File: src/rtl/reservation_station.sv
// rtl/reservation_station.sv - four-entry reservation station with CDB capture and age-ordered dispatch
module reservation_station (
  input  logic        clock,
  input  logic        resetn,
  input  logic        issue_valid,
  output logic        issue_ready,
  input  logic [15:0] issue_instruction,
  input  logic [2:0]  issue_tag,
  input  logic [15:0] issue_vj,
  input  logic [15:0] issue_vk,
  input  logic        issue_qj_valid,
  input  logic        issue_qk_valid,
  input  logic [2:0]  issue_qj,
  input  logic [2:0]  issue_qk,
  input  logic        cdb_valid,
  input  logic [2:0]  cdb_tag,
  input  logic [15:0] cdb_value,
  output logic        instructIn,
  output logic [15:0] instruction,
  output logic [2:0]  instructionCodeIn,
  output logic [15:0] R1,
  output logic [15:0] R2,
  input  logic        disponivelUF,
  input  logic        done,
  output logic [2:0]  busy_count
);

  logic [3:0]  r_busy;
  logic [3:0]  r_qjv;
  logic [3:0]  r_qkv;
  logic [15:0] r_instr [4];
  logic [2:0]  r_tag   [4];
  logic [15:0] r_vj    [4];
  logic [15:0] r_vk    [4];
  logic [2:0]  r_qj    [4];
  logic [2:0]  r_qk    [4];
  logic [1:0]  r_age   [4];
  logic        r_fu_busy;

  logic [3:0]  w_ready;
  logic [2:0]  w_count;
  logic        w_issue;
  logic        w_disp;
  logic        w_any_ready;
  logic        w_free_found;
  logic [1:0]  w_free_idx;
  logic [1:0]  w_sel_idx;
  logic [1:0]  w_sel_age;
  logic [1:0]  w_new_age;
  logic        w_fwd_j;
  logic        w_fwd_k;

  // Occupancy, readiness and lowest-index free slot, all from registered state
  always_comb begin
    w_count      = 3'd0;
    w_free_found = 1'b0;
    w_free_idx   = 2'd0;
    for (int i = 0; i < 4; i++) begin
      w_count    = w_count + {2'b00, r_busy[i]};
      w_ready[i] = r_busy[i] & ~r_qjv[i] & ~r_qkv[i];
      if (!r_busy[i] && !w_free_found) begin
        w_free_found = 1'b1;
        w_free_idx   = 2'(i);
      end
    end
  end

  // Pick the oldest ready entry (smallest age)
  always_comb begin
    w_any_ready = 1'b0;
    w_sel_idx   = 2'd0;
    w_sel_age   = 2'd0;
    for (int i = 0; i < 4; i++) begin
      if (w_ready[i] && (!w_any_ready || r_age[i] < w_sel_age)) begin
        w_any_ready = 1'b1;
        w_sel_idx   = 2'(i);
        w_sel_age   = r_age[i];
      end
    end
  end

  assign busy_count  = w_count;
  assign issue_ready = (w_count < 3'd4);
  assign w_issue     = issue_valid & issue_ready;
  assign w_disp      = ~r_fu_busy & disponivelUF & w_any_ready;
  // A dispatch on the same edge removes one older entry, so the newcomer lands one age lower
  assign w_new_age   = w_count[1:0] - {1'b0, w_disp};
  assign w_fwd_j     = cdb_valid & (issue_qj == cdb_tag);
  assign w_fwd_k     = cdb_valid & (issue_qk == cdb_tag);

  // Entry storage: CDB capture, age compaction on dispatch, free on dispatch, write on issue
  always_ff @(posedge clock or negedge resetn) begin
    if (!resetn) begin
      r_busy <= 4'd0;
      r_qjv  <= 4'd0;
      r_qkv  <= 4'd0;
      for (int i = 0; i < 4; i++) begin
        r_instr[i] <= 16'd0;
        r_tag[i]   <= 3'd0;
        r_vj[i]    <= 16'd0;
        r_vk[i]    <= 16'd0;
        r_qj[i]    <= 3'd0;
        r_qk[i]    <= 3'd0;
        r_age[i]   <= 2'd0;
      end
    end else begin
      for (int i = 0; i < 4; i++) begin
        if (r_busy[i]) begin
          if (cdb_valid && r_qjv[i] && r_qj[i] == cdb_tag) begin
            r_vj[i]  <= cdb_value;
            r_qjv[i] <= 1'b0;
          end
          if (cdb_valid && r_qkv[i] && r_qk[i] == cdb_tag) begin
            r_vk[i]  <= cdb_value;
            r_qkv[i] <= 1'b0;
          end
          if (w_disp && r_age[i] > w_sel_age) begin
            r_age[i] <= r_age[i] - 2'd1;
          end
        end
      end
      if (w_disp) begin
        r_busy[w_sel_idx] <= 1'b0;
      end
      if (w_issue) begin
        r_busy[w_free_idx]  <= 1'b1;
        r_instr[w_free_idx] <= issue_instruction;
        r_tag[w_free_idx]   <= issue_tag;
        r_qj[w_free_idx]    <= issue_qj;
        r_qk[w_free_idx]    <= issue_qk;
        r_age[w_free_idx]   <= w_new_age;
        r_vj[w_free_idx]    <= (issue_qj_valid && w_fwd_j) ? cdb_value : issue_vj;
        r_vk[w_free_idx]    <= (issue_qk_valid && w_fwd_k) ? cdb_value : issue_vk;
        r_qjv[w_free_idx]   <= issue_qj_valid & ~w_fwd_j;
        r_qkv[w_free_idx]   <= issue_qk_valid & ~w_fwd_k;
      end
    end
  end

  // Functional-unit occupancy: set by a dispatch, cleared by the completion pulse
  always_ff @(posedge clock or negedge resetn) begin
    if (!resetn) begin
      r_fu_busy <= 1'b0;
    end else if (w_disp) begin
      r_fu_busy <= 1'b1;
    end else if (done) begin
      r_fu_busy <= 1'b0;
    end
  end

  // Registered dispatch outputs; payload holds its last value between strobes
  always_ff @(posedge clock or negedge resetn) begin
    if (!resetn) begin
      instructIn        <= 1'b0;
      instruction       <= 16'd0;
      instructionCodeIn <= 3'd0;
      R1                <= 16'd0;
      R2                <= 16'd0;
    end else begin
      instructIn <= w_disp;
      if (w_disp) begin
        instruction       <= r_instr[w_sel_idx];
        instructionCodeIn <= r_tag[w_sel_idx];
        R1                <= r_vk[w_sel_idx];
        R2                <= r_vj[w_sel_idx];
      end
    end
  end

endmodule

File: config.mk
export PLATFORM = sky130hd
export DESIGN_NAME = reservation_station
export DESIGN_NICKNAME = d
export VERILOG_FILES = /design/src/rtl/reservation_station.sv
export SDC_FILE = /design/constraint.sdc
export NUM_CORES = 1
export LEC_CHECK = 0
export ABC_AREA = 1
export BUFFER_PORTS_ARGS = -buffer_cell sky130_fd_sc_hd__buf_2
export CORE_ASPECT_RATIO = 0.5
export CORE_MARGIN = 1.5
export CORE_UTILIZATION = 50
export CTS_CLUSTER_DIAMETER = 80
export DETAILED_ROUTE_END_ITERATION = 8
export PLACE_DENSITY = 0.69
export SLEW_MARGIN = 20
export SYNTH_ARGS = -nofsm -noshare
export SYNTH_HDL_FRONTEND = slang
export SYNTH_SLANG_ARGS = --single-unit
File: constraint.sdc
create_clock -name clock -period 5.9 [get_ports clock]
set_input_delay 0.295 -clock clock [delete_from_list [all_inputs] [get_ports clock]]
set_output_delay 0.295 -clock clock [all_outputs]
set_load 0.1 [all_outputs]
## After elaboration in Yosys (flattened, before gate mapping)

Cells that the tools add are included.

- Equality and inequality tests: 10
- $lt $le $gt $ge: 15
- Shift-type cells: 0
- Mux-type cells: 99
- Multipliers: 0
- Divide/modulo/power cells: 0
- Bitwise operators: 31
- Reduce and logical (&&, ||, !) cells: 43
- Add/sub/neg operators: 8

Operators with widths:

| cell | number |
|---|---|
| two-way mux 16 bit | 25 |
| bitwise mux 64 bit | 3 |
| two-way mux 64 bit | 2 |
| binary-select mux 16 bit (select 2 bit) | 3 |
| bitwise mux 12 bit | 3 |
| two-way mux 2 bit | 17 |
| demux 16 bit (select 2 bit) | 1 |
| logical AND 1 bit | 31 |
| equality test 3 bit | 10 |
| two-way mux 1 bit | 29 |
| two-way mux 4 bit | 4 |
| bitwise AND 1 bit | 15 |
| NOT 1 bit | 11 |
| two-way mux 3 bit | 3 |
| bitwise mux 4 bit | 2 |
| bitwise mux 8 bit | 1 |
| > comparator 2 bit | 4 |
| logical NOT 1 bit | 8 |
| two-way mux 8 bit | 1 |
| subtractor 2 x 1 -> 2 bit (second input constant) | 4 |
| binary-select mux 3 bit (select 2 bit) | 1 |
| demux 3 bit (select 2 bit) | 1 |
| greater-or-equal comparator 3 bit (second input constant) | 2 |
| less-than comparator 2 bit | 3 |
| 16 further kinds | 22 |

- ROM bits: 0
- Memories: 0
- Input bits: 84
- Logic and storage cells: 243
- Output and inout port bits: 56
- Bits in writable memories: 0
- Register bits after elaboration: 301
- Bits in latches: 0

## Logic depth before layout (Yosys ltp)

- Depth in word-level cells: 25
- Depth in mapped cells: 38
- Depth with buffers taken out: 35

## Least setup slack after synthesis

No wires, ideal clock.

- Kind: register to register
- Start point: reg r_busy[0]
- End point: reg r_age[7] (netlist bit)
- Cell stages (with the launch flop): 37
- Period minus slack after synthesis: 4.757 ns
- Data required time: 5.763 ns
- Path slack: 1.143 ns
- Path buffers: 3
- Library setup time: 0.137 ns
- Data arrival time: 4.620 ns
- Cell sequence: dfrtp_1 -> inv_2 -> nor2_2 -> nand2_1 -> inv_2 -> nand2_1 -> ha_1 -> nand2_1 -> nand2_1 -> nand2_2 -> nand2_2 -> o21ai_0 -> ha_1 -> nand2_1 -> nand2_1 -> nand2_1 -> nand2_1 -> buf_4 -> o21ai_0 -> ha_1 -> nand2_1 -> nand2_2 -> nand2_2 -> nand2_4 -> buf_6 -> buf_6 -> nand2_1 -> o21ai_0 -> ha_1 -> inv_1 -> nor2_1 -> nor2_1 -> a2111oi_0 -> inv_1 -> nor2_1 -> xnor2_1 -> o21ai_0

- Cells in the longest elaborated chain, start to end: 21
- Elaborated cells between the ends (all ways): 52
- Those cells by class: 4 x add/sub; 7 x order compare; 20 x mux; 5 x bitwise; 16 x reduce/logical

Ends and longest elaborated chain:

| item | RTL line | text |
|---|---|---|
| start, declared | 28 | `logic [3:0] r_busy;` |
| start signal, assigned | 94 | `r_busy <= 4'd0;` |
| start signal, assigned by index | 123 | `r_busy[w_sel_idx] <= 1'b0;` |
| start signal, assigned by index | 126 | `r_busy[w_free_idx] <= 1'b1;` |
| bitwise AND 1 bit (2 in a row) | 60 | `w_ready[i] = r_busy[i] & ~r_qjv[i] & ~r_qkv[i];` |
| two-way mux 2 bit or two-way mux 1 bit (tied branches) | 74 | `if (w_ready[i] && (!w_any_ready \|\| r_age[i] < w_sel_age)) begin` |
| less-than comparator 2 bit or logical NOT 1 bit (tied branches) | 74 |  |
| logical OR 1 bit | 74 |  |
| logical AND 1 bit | 74 |  |
| two-way mux 2 bit or two-way mux 1 bit (tied branches) | 74 |  |
| less-than comparator 2 bit or logical NOT 1 bit (tied branches) | 74 |  |
| logical OR 1 bit | 74 |  |
| [... 4 more ...] | - |  |
| logical AND 1 bit | 74 |  |
| two-way mux 2 bit or two-way mux 1 bit (tied branches) | 74 |  |
| > comparator 2 bit or bitwise AND 1 bit (tied branches) | 117, 85 |  |
| logical AND 1 bit | 117 | `if (w_disp && r_age[i] > w_sel_age) begin` |
| two-way mux 2 bit | 117 |  |
| two-way mux 2 bit | 108 | `if (r_busy[i]) begin` |
| bitwise mux 8 bit | 131 | `r_age[w_free_idx] <= w_new_age;` |
| two-way mux 8 bit (*) | 125 | `if (w_issue) begin` |
| end signal, assigned by index | 118 | `r_age[i] <= r_age[i] - 2'd1;` |
| end signal, assigned by index | 131 |  |
| end, declared | 37 | `logic [1:0] r_age [4];` |

Mark *: on every way between the ends. The rest lies on a longest branch, timed or not.
A chain may end at the register's enable or synchronous reset.

## Worst setup path after layout

Ends and elaborated chain as after synthesis.

==> metrics.cfg <==
[clock_network]
number_of_clock_sinks_seen_by_cts = 301
postCtsResizedCells = 0
cts_buffers = 28
insertion_delay_ps = 560
cts_tree = yes
clk_pin_slew_ps = 70
post_cts_setup_buffers = 0
cts_max_level = 1
clockRootBuffer = clkbuf_16
clockBufferDepth = 3
ctsHoldBuffers = 17

[setup_path]
setup.worst_path.end_class = register
crit_path_top_delay_cell = o21ai_0
timing.critical_path.slowest_cell_delay_ps = 550
rrSetupSlack_ps = 480
critical_path.most_common_cell = nand2_1
timing.critical_path.required_ps = 6290
critical_path_class = reg -> reg
crit_arrival_ps = 5810
reg2regPathDepth = 32
r2r_end = r_age[7]
critical_path.max_fanout = 10
startpoint_type_of_the_worst_setup_path = register
worstReg2RegStart = r_busy[0]

[synth]
synthDominantAreaCellType = dfrtp_1
synth_seq_cells = 301
post_synth_edffs = 0
yosys-top-cells-area = dfrtp_1 48%, o21ai_0 9.9%, nand2_1 7.6%
syn_nets = 2103
synthesis.yosys.warnings = 0
synthDominantCellAreaShare_pct = 48.2
ys.flop_type = dfrtp_1
post_synth_num_cell_types = 37
yosysSeqAreaShare_pct = 48.2
netlist_area_sq_um = 15600
number_of_standard_cells_after_synthesis = 2002
syn_avg_cell_area_sq_um = 7.80
async_reset_ff_share_pct = 100

[worst_hold_path]
min_path_cells = 3
hold_start = issue_instruction[7]
worstHoldEndpoint = r_instr[39]
hold_class = in -> reg

[finish]
final_nets = 2182
layout_commonest_cell = nand2_1
stdcell_area_sq_um = 17600
syn2layout_area_growth_pct = 12.8
post_route_cells_drive_above_1_share_pct = 12.9
most-common-layout-cells = 316 x nand2_1, 309 x o21ai_0, 301 x dfrtp_1, 236 x inv_1, 198 x nand3_1
finalNonFillerCells = 2526

[global_routing]
first_global_vias = 12900
grt-ovfl-total = 0
grt_antenna_before_repair = 1
grt_start_max_net_pins = 142
total_routing_resource_utilization_after_global_routing_pct = 28.8
wire_length_of_the_first_global_routing_pass_microns = 73100

[floorplanning]
die_height_microns = 128
die_w_microns = 253
start_util_pct = 51.2
floorplan.die_area_sq_um = 32400
std_cell_rows = 45
core_area_sq_um = 30500
design.portCount = 140

[route]
firstDrtPassIters = 5
number_of_drc_markers_in_iteration_0 = 1424
route.vias.total = 14100
detail-route-antenna-nets = 0
wl_per_cell_microns = 18.3
routed_via_density = 5.56
routed_wire_length_microns = 46200
route.detailed.drc = 0

[sta]
maxSlewViolCount = 0
final_hold_viol_count = 0
finalClockSkew_ps = 16.0
rsz0062_at_grt = no
setup_total_negative_slack_ps = 0
worstMarginPinSlew_ps = 1140
final.min_clock_period_ps = 5420
fmax_mhz = 185
setup_viol = 0
worst_slew_margin_relative_to_its_limit_pct = 24.1
layout_worst_path_cycle_share_pct = 91.9

[flow_run]
drv_cap = 0

[placed_design]
placedCellCount = 2457
numPortBuffers = 139
gpl.final_weighted_congestion = 0.841
instance_area_at_placement_sq_um = 16500
detailed_place_hpwl_microns = 26700

[run_status]
outcome = completed

[how the worst max path moves through the flow]
| stage | from | to | slack (ps) | cells past startpoint |
|---|---|---|---|---|
| 6_report | r_busy[0] | r_age[7] | 480 | 32 |
| 5_1_grt | r_busy[0] | r_age[7] | 60 | 32 |
| 4_1_cts | r_busy[0] | r_age[7] | 480 | 32 |
| 3_5_place_dp | r_busy[0] | r_age[7] | 590 | 32 |
| 3_3_place_gp | r_busy[0] | r_age[7] | 830 | 29 |
| 2_1_floorplan | r_busy[0] | r_age[7] | 1140 | 36 |
[final cells by class]
type                       instances  area, sq um
sequential                       301         7530
antenna                            1         2.50
inverter                         248          932
clock inverter                     9         85.1
clock buffer                      42          855
fill                            2905        12900
multi-input combinational       1316         6540
tap                              423          529
timing repair buffer             186         1140
[synth_stat cells, types with 2 or more instances]
cell type	count
nand2_1	316
o21ai_0	309
dfrtp_1	301
inv_1	236
nand3_1	198
a21oi_1	164
nor2_1	153
clkbuf_1	89
a211oi_1	48
buf_2	27
nand4_1	25
or2_2	25
xnor2_1	17
ha_1	16
buf_6	11
inv_2	11
xor2_1	9
buf_1	8
nand2_2	6
nor3_1	6
nand3_2	4
nor4_1	3
o2111ai_1	3
a2111oi_0	2
o22ai_1	2
or2_1	2
[worst max-delay path, delay by kind of cell, from the launching register on]
family | cells | cell delay (ps)
flip-flops | 1 | 490
AND/OR/NAND/NOR | 18 | 1550
XOR/XNOR | 1 | 160
adder cells (fa/ha/maj) | 4 | 1080
buffers and inverters | 4 | 290
AO/OA/AOI/OAI | 5 | 1720
[state kept, by name (all words and copies together) (netlist names)]
signal,cells
r_tag,12
instructionCodeIn,3
R1,16
instructIn,1
r_qkv,4
r_qj,12
r_instr,64
r_vj,64
instruction,16
r_qjv,4
r_fu_busy,1
R2,16
r_busy,4
r_vk,64
r_qk,12
r_age,8
[per-layer routing]
layer	GRT usage, %	wire, microns	vias to the layer above
met2	44.4	20500	573
met1	43.0	21100	6689
met3	3.78	3540	72
met5	0	0	-
met4	7.26	1030	0
li1	-	-	6721
[cells by family (layout without fill, tap and decap cells)]
group	after synthesis	after routing	synth area share, %
compound gates	531	531	18.1
xor+xnor	26	26	1.46
fa+ha+maj	17	17	1.41
buf+inv	385	485	10.1
flops	301	301	48.2
other cells	0	1	0
simple gates	742	742	20.8
[metrics by stage]
step,hold WS (ps),worst slack [ps],utilization (%)
after floorplan,-0.591,1140,-
after global placement,373,827,54.1
after detailed placement,369,587,54.1
after CTS,0.161,484,57.7
after global routing,16.0,56.4,57.7
final,9.54,480,57.7
Power is left out: the tool's default activity adds up to more than one toggle a clock period on the data nets, which glitch-free logic cannot reach.
